File: config.mk
export PLATFORM = sky130hd
export DESIGN_NAME = bc_game_ctrl
export DESIGN_NICKNAME = d
export VERILOG_FILES = /design/src/rtl/bc_pkg.sv /design/src/rtl/bc_scorer.sv /design/src/rtl/bc_game_ctrl.sv
export SDC_FILE = /design/constraint.sdc
export NUM_CORES = 1
export LEC_CHECK = 0
export ABC_AREA = 0
export CAP_MARGIN = 15
export CORE_UTILIZATION = 45
export DETAILED_ROUTE_END_ITERATION = 12
export PLACE_DENSITY = 0.65
export SYNTH_ARGS = -nofsm -noshare
export SYNTH_HDL_FRONTEND = slang
export SYNTH_HIERARCHICAL = 1
export SYNTH_SLANG_ARGS = --single-unit
File: constraint.sdc
create_clock -name clk -period 15.51 [get_ports clk]
set_input_delay 2.3265 -clock clk [delete_from_list [all_inputs] [get_ports clk]]
set_output_delay 2.3265 -clock clk [all_outputs]
set_load 0.005 [all_outputs]
File: src/rtl/bc_pkg.sv
// Shared types and constants for the bulls-and-cows game controller.
package bc_pkg;

    localparam int unsigned DIGIT_W    = 3;
    localparam int unsigned NUM_DIGITS = 4;
    localparam int unsigned CODE_W     = DIGIT_W * NUM_DIGITS;

    // Codes are visible on the state port, so they are pinned explicitly.
    typedef enum logic [2:0] {
        WAIT_SECRET = 3'd0,
        CHK_SECRET  = 3'd1,
        WAIT_GUESS  = 3'd2,
        CHK_GUESS   = 3'd3,
        SCORE       = 3'd4,
        WIN         = 3'd5,
        LOSE        = 3'd6
    } bc_state_e;

endpackage

File: src/rtl/bc_scorer.sv
// Combinational bulls/cows counter plus repeated-digit check on the guess.
module bc_scorer
    import bc_pkg::*;
(
    input  logic [CODE_W-1:0] guess,
    input  logic [CODE_W-1:0] secret,
    output logic [2:0]        bulls,
    output logic [2:0]        cows,
    output logic              distinct
);

    // Pairwise digit comparison; cows are only meaningful when both codes are distinct.
    always_comb begin
        bulls    = '0;
        cows     = '0;
        distinct = 1'b1;
        for (int i = 0; i < NUM_DIGITS; i++) begin
            if (guess[i*DIGIT_W +: DIGIT_W] == secret[i*DIGIT_W +: DIGIT_W]) begin
                bulls = bulls + 3'd1;
            end
            for (int j = 0; j < NUM_DIGITS; j++) begin
                if (j != i) begin
                    if (guess[i*DIGIT_W +: DIGIT_W] == secret[j*DIGIT_W +: DIGIT_W]) begin
                        cows = cows + 3'd1;
                    end
                    if (j > i && guess[i*DIGIT_W +: DIGIT_W] == guess[j*DIGIT_W +: DIGIT_W]) begin
                        distinct = 1'b0;
                    end
                end
            end
        end
    end

endmodule

File: src/rtl/bc_game_ctrl.sv
// Bulls-and-cows game controller: secret entry, guess scoring, win/lose.
// Optional attempt limit (LOSE state) is compiled in with BC_ATTEMPT_LIMIT_EN.
module bc_game_ctrl
    import bc_pkg::*;
#(
    parameter int unsigned MAX_ATTEMPTS = 10
) (
    input  logic              clk,
    input  logic              rst_n,
    input  logic [CODE_W-1:0] digits,
    input  logic              save,
    output logic [2:0]        state,
    output logic [2:0]        bulls,
    output logic [2:0]        cows,
    output logic [3:0]        attempts,
    output logic              result_valid,
    output logic              err,
    output logic              win,
    output logic              lose
);

    if (MAX_ATTEMPTS < 1 || MAX_ATTEMPTS > 15) begin : g_bad_max_attempts
        $error("MAX_ATTEMPTS must be in 1..15");
    end

    bc_state_e         state_q, state_d;
    logic [CODE_W-1:0] cand_q, cand_d;
    logic [CODE_W-1:0] secret_q, secret_d;
    logic [2:0]        bulls_q, bulls_d;
    logic [2:0]        cows_q, cows_d;
    logic [3:0]        attempts_q, attempts_d;
    logic              rv_q, rv_d;
    logic              err_q, err_d;

    logic [2:0]        sc_bulls;
    logic [2:0]        sc_cows;
    logic              sc_distinct;
    logic [3:0]        attempts_inc;
    logic              limit_hit;

    bc_scorer u_scorer (
        .guess    (cand_q),
        .secret   (secret_q),
        .bulls    (sc_bulls),
        .cows     (sc_cows),
        .distinct (sc_distinct)
    );

    // Saturating increment: attempts sticks at 15.
    assign attempts_inc = (attempts_q == 4'hF) ? 4'hF : attempts_q + 4'd1;

`ifdef BC_ATTEMPT_LIMIT_EN
    assign limit_hit = (attempts_inc == 4'(MAX_ATTEMPTS));
`else
    assign limit_hit = 1'b0;
`endif

    // State and datapath registers.
    always_ff @(posedge clk or negedge rst_n) begin
        if (!rst_n) begin
            state_q    <= WAIT_SECRET;
            cand_q     <= '0;
            secret_q   <= '0;
            bulls_q    <= '0;
            cows_q     <= '0;
            attempts_q <= '0;
            rv_q       <= 1'b0;
            err_q      <= 1'b0;
        end else begin
            state_q    <= state_d;
            cand_q     <= cand_d;
            secret_q   <= secret_d;
            bulls_q    <= bulls_d;
            cows_q     <= cows_d;
            attempts_q <= attempts_d;
            rv_q       <= rv_d;
            err_q      <= err_d;
        end
    end

    // Next-state and datapath updates; save is ignored outside the WAIT/end states.
    always_comb begin
        state_d    = state_q;
        cand_d     = cand_q;
        secret_d   = secret_q;
        bulls_d    = bulls_q;
        cows_d     = cows_q;
        attempts_d = attempts_q;
        rv_d       = 1'b0;
        err_d      = err_q;

        unique case (state_q)
            WAIT_SECRET: begin
                if (save) begin
                    cand_d  = digits;
                    err_d   = 1'b0;
                    state_d = CHK_SECRET;
                end
            end
            CHK_SECRET: begin
                if (sc_distinct) begin
                    secret_d = cand_q;
                    state_d  = WAIT_GUESS;
                end else begin
                    err_d   = 1'b1;
                    state_d = WAIT_SECRET;
                end
            end
            WAIT_GUESS: begin
                if (save) begin
                    cand_d  = digits;
                    err_d   = 1'b0;
                    state_d = CHK_GUESS;
                end
            end
            CHK_GUESS: begin
                if (sc_distinct) begin
                    state_d = SCORE;
                end else begin
                    err_d   = 1'b1;
                    state_d = WAIT_GUESS;
                end
            end
            SCORE: begin
                bulls_d    = sc_bulls;
                cows_d     = sc_cows;
                rv_d       = 1'b1;
                attempts_d = attempts_inc;
                if (sc_bulls == 3'(NUM_DIGITS)) begin
                    state_d = WIN;
                end else if (limit_hit) begin
                    state_d = LOSE;
                end else begin
                    state_d = WAIT_GUESS;
                end
            end
            WIN, LOSE: begin
                if (save) begin
                    attempts_d = '0;
                    bulls_d    = '0;
                    cows_d     = '0;
                    err_d      = 1'b0;
                    state_d    = WAIT_SECRET;
                end
            end
            default: state_d = WAIT_SECRET;
        endcase
    end

    assign state        = state_q;
    assign bulls        = bulls_q;
    assign cows         = cows_q;
    assign attempts     = attempts_q;
    assign result_valid = rv_q;
    assign err          = err_q;
    assign win          = (state_q == WIN);
    assign lose         = (state_q == LOSE);

endmodule

After elaboration in Yosys (flattened, before gate mapping)
Index checks and enable logic that the tools add are counted.
{"block": "word_totals", "regBits": 39, "output_inout_bits": 17, "elab_cells": 108}
{"block": "op_classes", "addsub": 15, "n_eq_ne": 35, "muxes": 38, "reduce_logical": 12}
{"op": "$eq A3 B3 Y1", "n": 22}
{"op": "$mux W3", "n": 19}
{"op": "$add A3 B1 Y3 const B", "n": 13}
{"op": "$pmux W3 S6", "n": 1}
{"op": "$eq A3 B3 Y1 const B", "n": 4}
{"op": "$pmux W3 S2", "n": 2}
{"op": "$mux W1", "n": 11}
{"op": "$mux W4", "n": 2}
{"op": "$ne A2 B2 Y1 const B", "n": 4}
{"op": "$pmux W4 S2", "n": 1}
{"op": "$eq A3 B2 Y1 const B", "n": 2}
{"op": "$reduce_and A2 Y1", "n": 3}
{"op": "$reduce_and A3 Y1", "n": 2}
{"op": "$reduce_or A2 Y1", "n": 3}
{"op": "$add A4 B1 Y4 const B", "n": 1}
{"op": "$eq A4 B4 Y1 const B", "n": 1}
{"op": "$reduce_bool A2 Y1", "n": 2}
{"op": "$reduce_or A4 Y1", "n": 1}
{"op": "$eq A3 B1 Y1 const B", "n": 1}
{"op": "$logic_not A3 Y1", "n": 1}
{"op": "$add A1 B1 Y2 const B", "n": 1}
{"op": "$mux W2", "n": 1}
{"op": "$ne A2 B1 Y1 const B", "n": 1}
{"op": "$pmux W1 S2", "n": 1}

Longest topological paths before layout
{"block": "depth", "word_depth": 25, "depth_mapped": 39}

By module
The synthesis kept the hierarchy.
{"module": "bc_scorer", "n_inst": 1, "cells_each": 228, "area_each_um2": 1739.2, "seq_area_each_um2": 0.0}
{"module": "bc_game_ctrl", "n_inst": 1, "cells_each": 120, "area_each_um2": 1621.6, "seq_area_each_um2": 975.9}

Worst setup path before layout
Ideal clock, no wire load.
{"block": "synth_timing", "kind": "reg2reg", "start": "register cand_q[2]", "end": "register cows_q[2], in the netlist cows[2]", "t_arrival_ns": 6.092, "setup_slack_ns": 9.298, "stages_incl_launch_ff": 40, "n_path_buf": 1, "period_less_slack_ns": 6.212, "cell_sequence": "dfrtp_1 -> buf_6 -> xnor2_1 -> nand3_1 -> ha_1 -> inv_1 -> nand4_1 -> nand2_1 -> ha_1 -> nand2_1 -> nand2_1 -> ha_1 -> nor2_1 -> a31oi_1 -> ha_1 -> nand4b_1 -> o31ai_1 -> a21oi_1 -> [... 4 more ...] -> nand2_1 -> nand2_1 -> ha_1 -> nor4_1 -> a21oi_1 -> ha_1 -> inv_1 -> o21ai_0 -> ha_1 -> a21oi_1 -> o21ai_0 -> ha_1 -> nand2_1 -> xor2_1 -> xnor2_1 -> xnor2_1 -> xnor2_1 -> a22o_1"}
{"block": "synth_via", "elab_chain_len": 25, "word_cells_on_any_way": 27, "cone_classes": "add/sub (11); eq/ne (3); mux (13)"}
{"element": "from (decl)", "line": "bc_game_ctrl.sv:27", "text": "logic [CODE_W-1:0] cand_q, cand_d;"}
{"element": "from (signal assigned)", "line": "bc_game_ctrl.sv:71", "text": "cand_q <= cand_d;"}
{"element": "$eq A3 B3 Y1", "line": "bc_scorer.sv:23", "text": "if (guess[i*DIGIT_W +: DIGIT_W] == secret[j*DIGIT_W +: DIGIT_W]) begin"}
{"element": "$mux W1", "line": "bc_scorer.sv:23"}
{"element": "$add A1 B1 Y2", "line": "bc_scorer.sv:24", "text": "cows = cows + 3'd1;"}
{"element": "$mux W3", "line": "bc_scorer.sv:23"}
{"element": "$add A3 B1 Y3", "line": "bc_scorer.sv:24"}
{"element": "$mux W3 *", "line": "bc_scorer.sv:23"}
{"element": "$add A3 B1 Y3", "line": "bc_scorer.sv:24"}
{"element": "$mux W3 *", "line": "bc_scorer.sv:23"}
{"element": "[... 10 more ...]"}
{"element": "$add A3 B1 Y3", "line": "bc_scorer.sv:24"}
{"element": "$mux W3 *", "line": "bc_scorer.sv:23"}
{"element": "$add A3 B1 Y3", "line": "bc_scorer.sv:24"}
{"element": "$mux W3 *", "line": "bc_scorer.sv:23"}
{"element": "$add A3 B1 Y3", "line": "bc_scorer.sv:24"}
{"element": "$mux W3 *", "line": "bc_scorer.sv:23"}
{"element": "named net sc_cows[2]", "line": "bc_game_ctrl.sv:36", "text": "logic [2:0] sc_cows;"}
{"element": "$pmux W3 S2 *", "line": "bc_game_ctrl.sv:92", "text": "unique case (state_q)"}
{"element": "to (signal assigned)", "line": "bc_game_ctrl.sv:74", "text": "cows_q <= cows_d;"}
{"element": "to (decl)", "line": "bc_game_ctrl.sv:30", "text": "logic [2:0] cows_q, cows_d;"}
The timed path passes the listed nets; every way through them passes the cells marked *.
A chain may end at the register's enable or synchronous reset.

Worst setup path in the final report
Same ends and word-level chain as after synthesis.

==> impl_metrics.ini <==
[cts]
cts-buffers-inserted = 5
clk_latency_ns = 0.29
cts_root_buffer = clkbuf_8
cts_sinks = 39
path_clk_slew_ns = 0.08
cts_max_level = 2
cts_tree = yes
postCtsHoldBufs = 0
cts_buffer_depth = 2
post_cts_resized = 0
cts_setup_buffers = 0

[synth]
synthArstFlopShare_pct = 100
netlist_instances = 348
synth_area_um2 = 3360
synth-seq-cells = 39
synth_area_leader_cell = dfrtp_1
synth_fp_nets = 378
yosysTopAreaCellShare_pct = 29.0
synth-edff-count = 0
yosys_warnings = 6
synth.top_cells.by_area = dfrtp_1 (29%), xnor2_1 (13%), xor2_1 (9.4%)
ys_seq_area_share_pct = 29.0
ys_types = 52
synthFlopType = dfrtp_1
syn_area_per_cell_um2 = 9.66

[timing]
slew_headroom_pct = 34.0
finalSetupTns_ns = 0
fin_ws_ns = 8.51
min_period_over_period_pct = 45.2
slew_viol_final = 0
rsz0062_at_grt = no
setup_viol = 0
hold_ws_ns = 0.498
tightestPinTransition_ns = 0.984
min_period_ns = 7.00
hold_viol_final = 0
skew_ns = 0.0138
max_freq_mhz = 143

[grt]
grt_max_degree = 40
grt_pass1_vias = 2335
grt.total_usage_pct = 19.0
grt_remaining_overflow = 0
grt_pass1_wl_um = 11400
antenna_found_initial = 0

[setup_path]
crit_fanout = 10
path_class = reg2reg
max_stage_delay_ns = 0.67
critPathLaunchType = flip-flop
setup.worst_path.end_class = flip-flop
crit_arrival_ns = 7.18
cp_common_cell = ha_1
slowest_stage = dfrtp_1
rrSetupSlack_ns = 8.51
worstRegToRegCells = 35
r2r_start = cand_q[2]
worstReg2RegEnd = cows[2]
worstPathRequired_ns = 15.68

[layout]
area_delta_synth_final_pct = 10.7
num_antenna_cells = 0
drive_above_1_share_pct = 13.5
nets = 391

[floorplan]
row_count = 31
io_pins = 32
start_util_pct = 46.3
core_um2 = 7250
die-height_um = 88.4
die_x_um = 88.4
dieArea_um2 = 7820

[worst_hold_path]
hold_depth = 1
whs_endpoint = cows[1]
hold_start = cows[1]
hp-class = reg2reg

[place]
dp_slack_ns = 8.54
hpwl_um = 5140
place.gp.congestion = 0.870
port_buffers = 31

[routing]
drt_iter0_drc = 99
ant_nets = 0
wl_per_cell_um = 14.8
num_vias = 2491
via_per_inst = 5.40
first_pass_iters = 4
drt-total-wl_um = 6820
drc = 0

[outcome]
status = finished clean

[run]
maxCapViolCount = 0
-- metal layers --
metal | routed length [um] | track usage (%) | vias up
li1 | - | - | 1242
met4 | 86 | 5.57 | 0
met1 | 3350 | 25.9 | 1200
met3 | 178 | 4.29 | 8
met5 | 0 | 0 | -
met2 | 3210 | 30.2 | 41
-- metrics by stage --
step | area (um^2) | util (%) | cells
floorplan | 3360 | - | 348
global placement | 3600 | 49.6 | 453
detailed placement | 3600 | 49.6 | 453
CTS | 3720 | 51.3 | 461
global route | 3720 | 51.3 | 461
finish | 3720 | 51.3 | 461
-- critical path: cells and delay by family (launching register included) --
family | cells | cell delay (ns)
AOI/OAI and AO/OA | 8 | 1.07
xor gates and xnor gates | 5 | 0.72
adders and majority gates | 9 | 2.53
buffers and inverters | 1 | 0.04
DFF | 1 | 0.67
and+or+nand+nor | 12 | 1.84
-- worst max path at each step --
stage                     startpoint      end  slack (ns)  cells past startpoint
after floorplan            cand_q[2]  cows[2]        9.30                     39
after global placement     cand_q[2]  cows[2]        8.76                     35
after detailed placement   cand_q[2]  cows[2]        8.54                     36
after CTS                  cand_q[2]  cows[2]        8.49                     35
after global routing       cand_q[0]  cows[2]        7.83                     36
final                      cand_q[2]  cows[2]        8.51                     35
-- cells in the mapped netlist (all sizes together), types with 2 or more instances --
cell type / number
a21oi: 13
a22o: 8
nor2: 11
nor3: 14
and3: 5
dfrtp: 39
xor2: 37
o31ai: 2
nand3: 13
a221oi: 4
a2111oi: 3
buf: 20
o21a: 2
o21ai: 12
a31oi: 5
nand4: 4
mux2: 26
nand2b: 3
xnor2: 50
a211oi: 2
ha: 15
clkbuf: 5
nor3b: 2
inv: 11
nor4: 4
nand2: 25
-- cell families after synthesis --
kind of cell	share of synthesized area (%)
buf+inv	6.92
xor+xnor	23.8
compound gates	11.1
flops	29.0
simple gates	14.5
fa+ha+maj	5.58
mux	9.01
-- state kept, by name, indices dropped and copies added, names as in the netlist --
name	flops
secret_q	12
cows	3
err	1
bulls	3
cand_q	12
attempts	4
state	3
result_valid	1
-- cells in the final DEF, fill, tap and decap left out, drive strengths merged, types with 2 or more instances in the layout --
master,count
a31oi,5
nor2,11
mux2,26
nor4,4
o21ai,12
nand2,25
a22o,8
a221oi,4
xor2,37
o31ai,2
clkdlybuf4s50,30
nand2b,3
a21oi,13
nor3b,2
nand4,4
dfrtp,39
a211oi,2
inv,12
and3,5
ha,15
o21a,2
xnor2,50
nor3,14
clkbuf,6
nand3,13
a2111oi,3
-- final cells by class --
| cell class | instances | area, um^2 |
|---|---|---|
| inverter | 11 | 41.3 |
| fill | 699 | 3530 |
| clock buffer | 6 | 82.6 |
| timing repair buffer | 31 | 305 |
| clock inverter | 2 | 38.8 |
| sequential | 39 | 976 |
| tap | 99 | 124 |
| multi-input combinational | 273 | 2150 |
Power is left out: the tool's default activity adds up to more than one toggle a clock period on the data nets, which glitch-free logic cannot reach.
